--- src/rtl/branch_redirect_ctrl_pkg.sv ---
// Shared branch-unit definitions: opcodes, resolver states and the taken decision.
package cpu_branch_pkg;

    localparam int unsigned OPC_W  = 5;
    localparam int unsigned FLAG_W = 2;

    localparam logic [OPC_W-1:0] OPC_BEQ = 5'b10011;
    localparam logic [OPC_W-1:0] OPC_BLT = 5'b10100;
    localparam logic [OPC_W-1:0] OPC_BGT = 5'b10101;
    localparam logic [OPC_W-1:0] OPC_BNE = 5'b10110;

    typedef enum logic [1:0] {
        IDLE     = 2'd0,
        RESOLVE  = 2'd1,
        REDIRECT = 2'd2,
        FLUSH    = 2'd3
    } br_state_e;

    function automatic logic is_branch(input logic [OPC_W-1:0] opc);
        return (opc == OPC_BEQ) || (opc == OPC_BLT) || (opc == OPC_BGT) || (opc == OPC_BNE);
    endfunction

    // flags[1] = equal/zero, flags[0] = less-than
    function automatic logic branch_taken(input logic [OPC_W-1:0] opc,
                                          input logic [FLAG_W-1:0] flags);
        logic taken;
        taken = 1'b0;
        case (opc)
            OPC_BEQ: taken = flags[1];
            OPC_BNE: taken = !flags[1];
            OPC_BLT: taken = flags[0];
            OPC_BGT: taken = !flags[0];
            default: taken = 1'b0;
        endcase
        return taken;
    endfunction

endpackage

--- src/rtl/branch_redirect_ctrl_sat_counter.sv ---
// Saturating up-counter with synchronous clear taking priority over increment.
module sat_counter #(
    parameter int unsigned CNT_W = 16
) (
    input  logic             clk,
    input  logic             rst_n,
    input  logic             inc,
    input  logic             clr,
    output logic [CNT_W-1:0] cnt
);

    always_ff @(posedge clk or negedge rst_n) begin
        if (!rst_n) begin
            cnt <= '0;
        end else if (clr) begin
            cnt <= '0;
        end else if (inc && (cnt != '1)) begin
            cnt <= cnt + CNT_W'(1);
        end
    end

endmodule

--- src/rtl/branch_redirect_ctrl.sv ---
// Branch resolution sequencer: captures a branch in ID, resolves it on EX flags,
// then drives the PC redirect and pipeline flush/stall controls.
module branch_redirect_ctrl
    import cpu_branch_pkg::*;
#(
    parameter int unsigned ADDR_W       = 16,
    parameter int unsigned FLUSH_CYCLES = 1,
    parameter int unsigned CNT_W        = 16
) (
    input  logic              clk,
    input  logic              rst_n,
    input  logic              id_valid,
    input  logic [4:0]        id_opcode,
    input  logic [ADDR_W-1:0] id_target,
    input  logic              stall_in,
    input  logic              ex_flags_valid,
    input  logic [1:0]        ex_flags,
    input  logic              cnt_clear,
    output logic              pc_sel,
    output logic [ADDR_W-1:0] pc_redirect,
    output logic              flush_if,
    output logic              flush_id,
    output logic              stall_id,
    output logic              busy,
    output logic [CNT_W-1:0]  br_resolved_cnt,
    output logic [CNT_W-1:0]  br_taken_cnt
);

    localparam int unsigned FCNT_W = 2;

    br_state_e         state_q, state_d;
    logic [OPC_W-1:0]  opc_q;
    logic [ADDR_W-1:0] tgt_q;
    logic [FCNT_W-1:0] fcnt_q, fcnt_d;
    logic              capture;
    logic              inc_resolved;
    logic              inc_taken;

    // State, captured branch and flush down-counter
    always_ff @(posedge clk or negedge rst_n) begin
        if (!rst_n) begin
            state_q <= IDLE;
            opc_q   <= '0;
            tgt_q   <= '0;
            fcnt_q  <= '0;
        end else begin
            state_q <= state_d;
            fcnt_q  <= fcnt_d;
            if (capture) begin
                opc_q <= id_opcode;
                tgt_q <= id_target;
            end
        end
    end

    // Next-state logic; every transition is gated by an unstalled pipeline
    always_comb begin
        state_d      = state_q;
        fcnt_d       = fcnt_q;
        capture      = 1'b0;
        inc_resolved = 1'b0;
        inc_taken    = 1'b0;
        case (state_q)
            IDLE: begin
                if (id_valid && is_branch(id_opcode) && !stall_in) begin
                    capture = 1'b1;
                    state_d = RESOLVE;
                end
            end
            RESOLVE: begin
                if (ex_flags_valid && !stall_in) begin
                    inc_resolved = 1'b1;
                    if (branch_taken(opc_q, ex_flags)) begin
                        inc_taken = 1'b1;
                        state_d   = REDIRECT;
                    end else begin
                        state_d = IDLE;
                    end
                end
            end
            REDIRECT: begin
                if (!stall_in) begin
                    if (FLUSH_CYCLES > 0) begin
                        fcnt_d  = FCNT_W'(FLUSH_CYCLES);
                        state_d = FLUSH;
                    end else begin
                        state_d = IDLE;
                    end
                end
            end
            FLUSH: begin
                if (!stall_in) begin
                    if (fcnt_q <= FCNT_W'(1)) begin
                        state_d = IDLE;
                    end else begin
                        fcnt_d = fcnt_q - FCNT_W'(1);
                    end
                end
            end
            default: state_d = IDLE;
        endcase
    end

    // Moore decode from registered state; stall_id also looks at the ID contents
    assign busy        = (state_q != IDLE);
    assign pc_sel      = (state_q == REDIRECT);
    assign pc_redirect = pc_sel ? tgt_q : '0;
    assign flush_if    = (state_q == REDIRECT) || (state_q == FLUSH);
    assign flush_id    = flush_if;
    assign stall_id    = (state_q == RESOLVE) && id_valid && is_branch(id_opcode);

    sat_counter #(.CNT_W(CNT_W)) u_resolved_cnt (
        .clk   (clk),
        .rst_n (rst_n),
        .inc   (inc_resolved),
        .clr   (cnt_clear),
        .cnt   (br_resolved_cnt)
    );

    sat_counter #(.CNT_W(CNT_W)) u_taken_cnt (
        .clk   (clk),
        .rst_n (rst_n),
        .inc   (inc_taken),
        .clr   (cnt_clear),
        .cnt   (br_taken_cnt)
    );

endmodule
--- config.mk ---
export PLATFORM = sky130hd
export DESIGN_NAME = branch_redirect_ctrl
export DESIGN_NICKNAME = d
export VERILOG_FILES = /design/src/rtl/branch_redirect_ctrl_pkg.sv /design/src/rtl/branch_redirect_ctrl_sat_counter.sv /design/src/rtl/branch_redirect_ctrl.sv
export SDC_FILE = /design/constraint.sdc
export NUM_CORES = 1
export LEC_CHECK = 0
export BUFFER_PORTS_ARGS = -buffer_cell sky130_fd_sc_hd__buf_2
export CAP_MARGIN = 10
export CORE_ASPECT_RATIO = 1.75
export CORE_UTILIZATION = 47
export CTS_CLUSTER_SIZE = 24
export DETAILED_ROUTE_END_ITERATION = 6
export GPL_ROUTABILITY_DRIVEN = 1
export GPL_TIMING_DRIVEN = 0
export PLACE_DENSITY = 0.76
export SYNTH_ARGS = -nofsm -noshare
export SYNTH_HDL_FRONTEND = slang
export SYNTH_SLANG_ARGS = --single-unit
--- constraint.sdc ---
create_clock -name clk -period 2 [get_ports clk]
set_input_delay 0.1 -clock clk [delete_from_list [all_inputs] [get_ports clk]]
set_output_delay 0.1 -clock clk [all_outputs]
set_load 0.05 [all_outputs]
[Yosys cells after proc, flatten, opt, wreduce, memory -nomap -nowiden]
Index checks and enable logic that the tools add are counted.
Storage, ports and cells
  flip-flop bits (word level): 57
  input port bits: 29
  word-level logic and storage cells: 76
  output and inout port bits: 53
Cells by class
  add/subtract/negate cells: 3
  reductions and logical operators: 21
  multiplexer cells: 26
  order comparisons: 1
  equality and inequality tests: 19
Operators by type and width (count)
  16-bit 2-to-1 mux: 5
  5-bit == test (second input constant): 8
  16-bit by 1-bit adder with 16-bit output (second input constant): 2
  16-bit inequality test (second input constant): 2
  2-bit 2-to-1 mux: 9
  2-bit inequality test (second input constant): 6
  1-bit 2-to-1 mux: 9
  2-bit case mux with 4 select lines: 1
  2-bit nonzero test: 4
  1-bit logical AND: 7
  5-bit AND reduction: 1
  2-bit == test (second input constant): 2
  1-bit logical OR: 4
  1-bit case mux with 4 select lines: 1
  2-bit case mux with 2 select lines: 1
  4-bit AND reduction: 1
  1-bit zero test: 3
  2-bit by 1-bit == test with 1-bit output (second input constant): 1
  2-bit by 1-bit less-or-equal comparator with 1-bit output (second input constant): 1
  2-bit zero test: 1
  2-bit by 1-bit subtractor with 2-bit output (second input constant): 1

[Longest topological paths before layout]
Gate-level depths: netlist (run 1).
  depth in word-level cells: 10
  depth in mapped cells: 7
  gate-level depth less buffers: 6

[Modules after synthesis]
A second synthesis (run 1) with hierarchy kept.
Second synthesis, totals
  cell total of the unflattened synthesis: 297
  area total of the unflattened synthesis: 3161.8 µm²
Modules (own cells, without submodules)
  sat_counter: cells each 98, times used 2, area each 942.2 µm²
  branch_redirect_ctrl: cells each 101, times used 1, area each 1277.5 µm²

[Least setup slack after synthesis (run 1)]
OpenSTA, ideal clock, no wires.
  path type: reg-to-reg
  start point: register u_taken_cnt.cnt[0]
  end point: register u_taken_cnt.cnt[4]
  slack: -0.335 ns
  stages on the path, launching flop included: 7
  path buffers: 1
  arrival: 2.210 ns
  library setup time: 0.125 ns
  path through: dfrtp_1 > ha_1 > nand4_1 > or4_1 > buf_2 > and4_4 > mux2_4
Between the ends
  longest elaborated chain between the ends: 3
RTL lines
  start: declaration: RTL line branch_redirect_ctrl_sat_counter.sv:9  | output logic [CNT_W-1:0] cnt
  start signal: assignment: RTL line branch_redirect_ctrl_sat_counter.sv:18  | cnt <= cnt + CNT_W'(1);
  16-bit by 1-bit adder with 16-bit output or 16-bit inequality test (tied branches): RTL line branch_redirect_ctrl_sat_counter.sv:18, branch_redirect_ctrl_sat_counter.sv:17
  16-bit 2-to-1 mux or 1-bit logical AND (tied branches): RTL line branch_redirect_ctrl_sat_counter.sv:17  | end else if (inc && (cnt != '1)) begin
  16-bit 2-to-1 mux or 2-bit nonzero test (tied branches)
Parallel ways exist; a longest one is shown, timed or not. The select of a mux whose other input is x is not followed.
A chain may end at the register's enable or synchronous reset.

[Worst setup path in the final report (run 1)]
Ends and elaborated chain as after synthesis.

==> results of run 1 <==
synthesized netlist by cell type, types with 4 or more instances:
cell | n | area [um2]
dfrtp_1 | 57 | 1430
buf_2 | 4 | 20.0
nand2_1 | 11 | 41.3
nor2b_1 | 5 | 31.3
xor2_1 | 12 | 105
o21ai_0 | 15 | 75.1
nand3_1 | 10 | 50.1
clkbuf_1 | 6 | 22.5
mux2_2 | 21 | 236
a21oi_1 | 15 | 75.1
nor3_1 | 6 | 30.0
or3_1 | 9 | 56.3
nor2_1 | 24 | 90.1
nand4_1 | 11 | 68.8
and2_1 | 20 | 125
worst max path at each step:
| stage | to | slack, ns | cells after the start |
|---|---|---|---|
| finish | u_taken_cnt.cnt[4] | 0.06 | 6 |
| global route | u_taken_cnt.cnt[7] | -0.007 | 5 |
| CTS | u_taken_cnt.cnt[7] | 0.01 | 5 |
| detailed placement | u_taken_cnt.cnt[7] | -0.09 | 7 |
| global placement | u_taken_cnt.cnt[15] | -0.05 | 7 |
| floorplan | u_taken_cnt.cnt[4] | -0.05 | 5 |
through the flow:
stage	cell area [um2]	setup TNS, ns	setup slack (ns)
2_1_floorplan	2960	-0.0540	-0.0540
3_3_place_gp	3460	-0.194	-0.0458
3_5_place_dp	3480	-0.444	-0.0911
4_1_cts	3900	0	0.0118
5_1_grt	3960	-0.0119	-0.00673
6_report	3960	0	0.0570
critical path, stage by stage, from the launching register on:
cell and delay [ns]:
dfrtp_2 0.41, ha_4 0.16, nand4_1 0.17, or4_1 0.43, buf_4 0.18, and4_4 0.19, mux2_4 0.28
flip-flops by register name, summed over array words and instances (netlist names), named ones only:
register,count
tgt_q,16
u_resolved_cnt.cnt,16
u_taken_cnt.cnt,16
opc_q,5
fcnt_q,2
state_q,1
layout make-up:
class	instances	area share
plain buffers	11	0.0139
clock buffers	11	0.0357
clock inverters	5	0.0139
inverters	3	0.00285
multi-input cells	209	0.383
flip-flops and latches	57	0.366
well taps	78	0.0247
repair buffers	103	0.160
report_power, final:
group	switching, mW	internal [mW]
clock network	0.466	0.604
registers	0.120	1.34
logic	0.527	0.355
total	1.11	2.29
layer usage:
layer | global-route usage | up-vias
met4 | 0.116 | 0
met5 | 0 | -
met2 | 0.423 | 75
li1 | - | 1248
met1 | 0.243 | 1270
met3 | 0.0633 | 10
what timing repair did:
item	CTS	global route
hold buffers	19	0
gates resized for setup	8	10
setup buffers	2	1
endpoints found under the hold margin	44	0
endpoints found under the setup margin	24	27
pin swaps	2	1
gates cloned	0	0
logic make-up after synthesis:
| kind of cell | share of synthesized area |
|---|---|
| muxes | 0.0894 |
| DFF | 0.488 |
| AOI/OAI and AO/OA | 0.0967 |
| buffers and inverters | 0.0227 |
| xor gates and xnor gates | 0.0419 |
| adders and majority gates | 0.0128 |
| and+or+nand+nor | 0.249 |
==> out/results.ini, run 1 <==
[sta]
rsz0062_at_grt = yes
hold_viol = 0
holdWs_ns = 0.0230
fin_skew_ns = 0.00819
period_share = 0.971
fin_crit_ns = 1.94
maxSlewViolCount = 0
maxSlewHeadroom = 0.559
max_slew.worst_pin.slew_ns = 0.655
clock.fmax_mhz = 515
setup_violations = 0

[cells_and_area]
areaGrowthSynthToFinish_pct = 35.3
most-common-layout-cells = 84 x buf_2, 41 x dfrtp_1, 24 x nor2_1
multi_input_area_um2 = 1520
ff_latch_area_um2 = 1450
fill_cells = 517
diodes = 0
postLayoutCoreUtil = 0.668
layout_commonest_cell = buf_2
fin_cells = 477
drive_gt1_frac = 0.411
nNetsFinal = 426

[placed_design]
placedCellCount = 440
dp_hpwl_um = 4890
portBuffers = 80
routabilityCongestion = 0.811

[critical_path]
critPathLaunch = u_taken_cnt.cnt[0]
start_kind = flip-flop
worstPathRequired_ns = 2.23
arrival_ns = 2.18
r2r_cells = 6
cp_max_fo = 8
r2r_setup_slack_ns = 0.06
r2r_end = u_taken_cnt.cnt[4]
crit_type = reg -> reg
r2r-start = u_taken_cnt.cnt[0]
cp-end-kind = flip-flop

[cts]
cts-root-buf = clkbuf_8
cts_buffer_depth = 2
cts_tree = done
clkTransAtPathRegs_ns = 0.06
clkSinkCount = 57
cts_buffers = 9
clk_latency_ns = 0.35
htreeDepth = 3

[global_routing]
antenna_found_initial = 0
grt_max_degree = 32
grt_pass1_wl_um = 11400
grt_use_total = 0.239
grt_pass1_vias = 2650
overflow = 0

[route]
wl_per_cell_um = 14.8
ant_nets = 0
vias = 2603
wl_um = 7050
first_pass_iters = 4
drc = 0
met1_length_um = 2640
wl_met2_um = 3940
drt-initial-drc-count = 66
top_layer = met4
via_per_inst = 5.46
wl_met3_um = 344

[synthesis]
synth_cell_type_count = 48
synth_area_per_cell_um2 = 10.4
syn_inst = 281
yosys_register_bits = 57
synth_edf_count = 0
yosys_warnings = 0
ys_seq_area_frac = 0.488
ys_async_sr_fraction = 1.00
synthesis.area_um2 = 2920
syn_nets = 313
synthFlopType = dfrtp_1

[outcome]
status = finished, final reports clean

[min_path]
hold_start = id_opcode[2]
min_to = opc_q[2]
hold_class = in -> reg
min_path_cells = 2

[power]
finalPower_mw = 3.41
power_density_nw_per_um2 = 861
ir_drop_uv = 675
power.static_leakage_nw = 1.83

[run]
cap_violations = 0

[floorplanning]
die_area_um2 = 6550
die_w_um = 61.6
die_h_um = 106
row_count = 37
coreArea_um2 = 5930
pin_count = 82
start_util = 0.493

(Power assumes the default switching activity.)
==> run 2: changes to the inputs <==
==> constraint.sdc (replaced) <==
create_clock -name clk -period 2 [get_ports clk]
set_input_delay 0.6 -clock clk [delete_from_list [all_inputs] [get_ports clk]]
set_output_delay 0.6 -clock clk [all_outputs]
set_load 0.05 [all_outputs]
==> out/results.ini, run 2 (synthesized netlist as in run 1, its figures left out) <==
[cells_and_area]
diodes = 0  ; unchanged
areaGrowthSynthToFinish_pct = 44.6  ; was 35.3%
most-common-layout-cells = 60 x buf_2, 38 x dfrtp_1, 24 x nor2_1  ; was 84 x buf_2, 41 x dfrtp_1, 24 x nor2_1
ff_latch_area_um2 = 1450  ; about the same
drive_gt1_frac = 0.517  ; was 0.411
largestRegisters = tgt_q (16), u_resolved_cnt.cnt (16), u_taken_cnt.cnt (16)  ; unchanged
fill_cells = 440  ; was 517
layout_commonest_cell = buf_2  ; unchanged
fin_cells = 467  ; was 477
postLayoutCoreUtil = 0.713  ; was 0.668
nNetsFinal = 416  ; was 426
multi_input_area_um2 = 1640  ; was 1520 um2

[sta]
max_slew.worst_pin.slew_ns = 0.618  ; was 0.655 ns
finalSetupTns_ns = -0.492  ; was 0 ns
setup_ws_ns = -0.0726  ; was 0.0570 ns
clock.fmax_mhz = 482  ; was 515 MHz
hold_viol = 0  ; unchanged
maxSlewViolCount = 0  ; unchanged
fin_crit_ns = 2.07  ; was 1.94 ns
period_share = 1.04  ; was 0.971
maxSlewHeadroom = 0.588  ; was 0.559
rsz0062_at_grt = yes  ; unchanged
fin_skew_ns = 0.00611  ; was 0.00819 ns
holdWs_ns = 0.268  ; was 0.0230 ns
setup_violations = 17  ; was 0

[cts]
cts_tree = done  ; unchanged
htreeDepth = 3  ; unchanged
clkTransAtPathRegs_ns = 0.06  ; about the same
cts_buffers = 9  ; unchanged
cts_buffer_depth = 2  ; unchanged
clk_latency_ns = 0.34  ; was 0.35 ns
clkSinkCount = 57  ; unchanged
cts-root-buf = clkbuf_8  ; unchanged

[critical_path]
crit_type = in -> out  ; was reg -> reg
worstPathRequired_ns = 1.40  ; was 2.23 ns
cp_max_fo = 2  ; was 8
arrival_ns = 1.47  ; was 2.18 ns
cp-end-kind = primary output  ; was flip-flop
start_kind = input pin  ; was flip-flop

[floorplanning]
row_count = 37  ; unchanged
start_util = 0.493  ; unchanged
die_area_um2 = 6550  ; unchanged
die_w_um = 61.6  ; unchanged
die_h_um = 106  ; unchanged
coreArea_um2 = 5930  ; unchanged
pin_count = 82  ; unchanged

[route]
wl_per_cell_um = 15.9  ; was 14.8 um
ant_nets = 0  ; unchanged
vias = 2589  ; was 2,603
drc = 0  ; unchanged
wl_um = 7420  ; was 7050 um
first_pass_iters = 4  ; unchanged
drt-initial-drc-count = 86  ; was 66
via_per_inst = 5.54  ; was 5.46

[placed_design]
portBuffers = 80  ; unchanged
routabilityCongestion = 0.846  ; was 0.811
dp_hpwl_um = 4850  ; was 4890 um
preCtsSetupSlack_ns = -0.354  ; was -0.0911 ns
placedCellCount = 440  ; unchanged

[global_routing]
antenna_found_initial = 0  ; unchanged
grt_max_degree = 32  ; unchanged
grt_pass1_vias = 2556  ; was 2,650
grt_pass1_wl_um = 11700  ; was 11,400 um
grt_use_total = 0.243  ; was 0.239
overflow = 0  ; unchanged

[outcome]
status = finished with violations  ; was finished, final reports clean
violations = setup timing

[power]
power_density_nw_per_um2 = 895  ; was 861 nW/um2
ir_drop_uv = 422  ; was 675 uV
power.static_leakage_nw = 1.90  ; was 1.83 nW

[min_path]
hold_class = in -> async  ; was in -> reg

[run]
cap_violations = 0  ; unchanged

run 2: cell types whose count changed in the layout (fill, tap and decap cells not counted), moves of 6 or more:
cell           previous run  this run
buf_6                     0         6
buf_4                     5        11
dlygate4sd3_1            19         0
and2_1                   20         4
and2_4                    0        16
buf_2                    84        60
buf_8                     0        20
run 2: stage by stage:
step	power, mW	area [um2]
after floorplan	2.11	3010
after global placement	2.29	3510
after detailed placement	2.34	3530
after CTS	3.70	4030
after global routing	3.95	4230
final	3.78	4230
run 2: final timing paths:
path	startpoint	to	slack, ns	cells after the start
max in group asynchronous	rst_n	u_resolved_cnt.cnt[0]	1.13	2
setup reg to reg	u_taken_cnt.cnt[0]	u_taken_cnt.cnt[4]	0.04	6
min in group clk	opc_q[4]	opc_q[4]	0.48	1
setup / recovery	id_opcode[0]	stall_id	-0.07	6
hold / removal	rst_n	u_taken_cnt.cnt[3]	0.27	1
hold reg to reg	opc_q[4]	opc_q[4]	0.48	1
run 2: where the power goes:
group	internal [mW]	switching [mW]
clock	0.676	0.440
sequential	1.34	0.138
combinational	0.575	0.617
run 2: metal layers:
layer  global-route usage  vias to the layer above  routed length [um]  part of all wire
li1                     -                     1218                   -                 -
met1                0.264                     1274                2710              0.37
met2                0.413                       80                4130              0.56
met3               0.0596                       17                 354             0.048
met4                0.132                        0                 218             0.029
met5                    0                        -                   0                 0
run 2: what timing repair did:
| action | 4_1_cts | 5_1_grt |
|---|---|---|
| setup buffers | 5 | 6 |
| gates resized for setup | 71 | 38 |
| setup endpoints to repair | 34 | 53 |
| gates cloned | 1 | 0 |
| pin swaps | 14 | 8 |
| hold buffers | 0 | 0 |
run 2: layout make-up:
class / count / share of cell area
multi-input combinational: 209 / 0.387
tap: 78 / 0.0231
buffer: 11 / 0.0166
timing repair buffer: 93 / 0.179
clock buffer: 14 / 0.0408
sequential: 57 / 0.343
inverter: 3 / 0.00266
clock inverter: 2 / 0.00829
run 2: worst max-delay path: stages:
cell and delay [ns]:
buf_8 0.10, nand2_4 0.06, xnor2_2 0.10, nand4b_1 0.22, nor3_4 0.20, buf_6 0.18
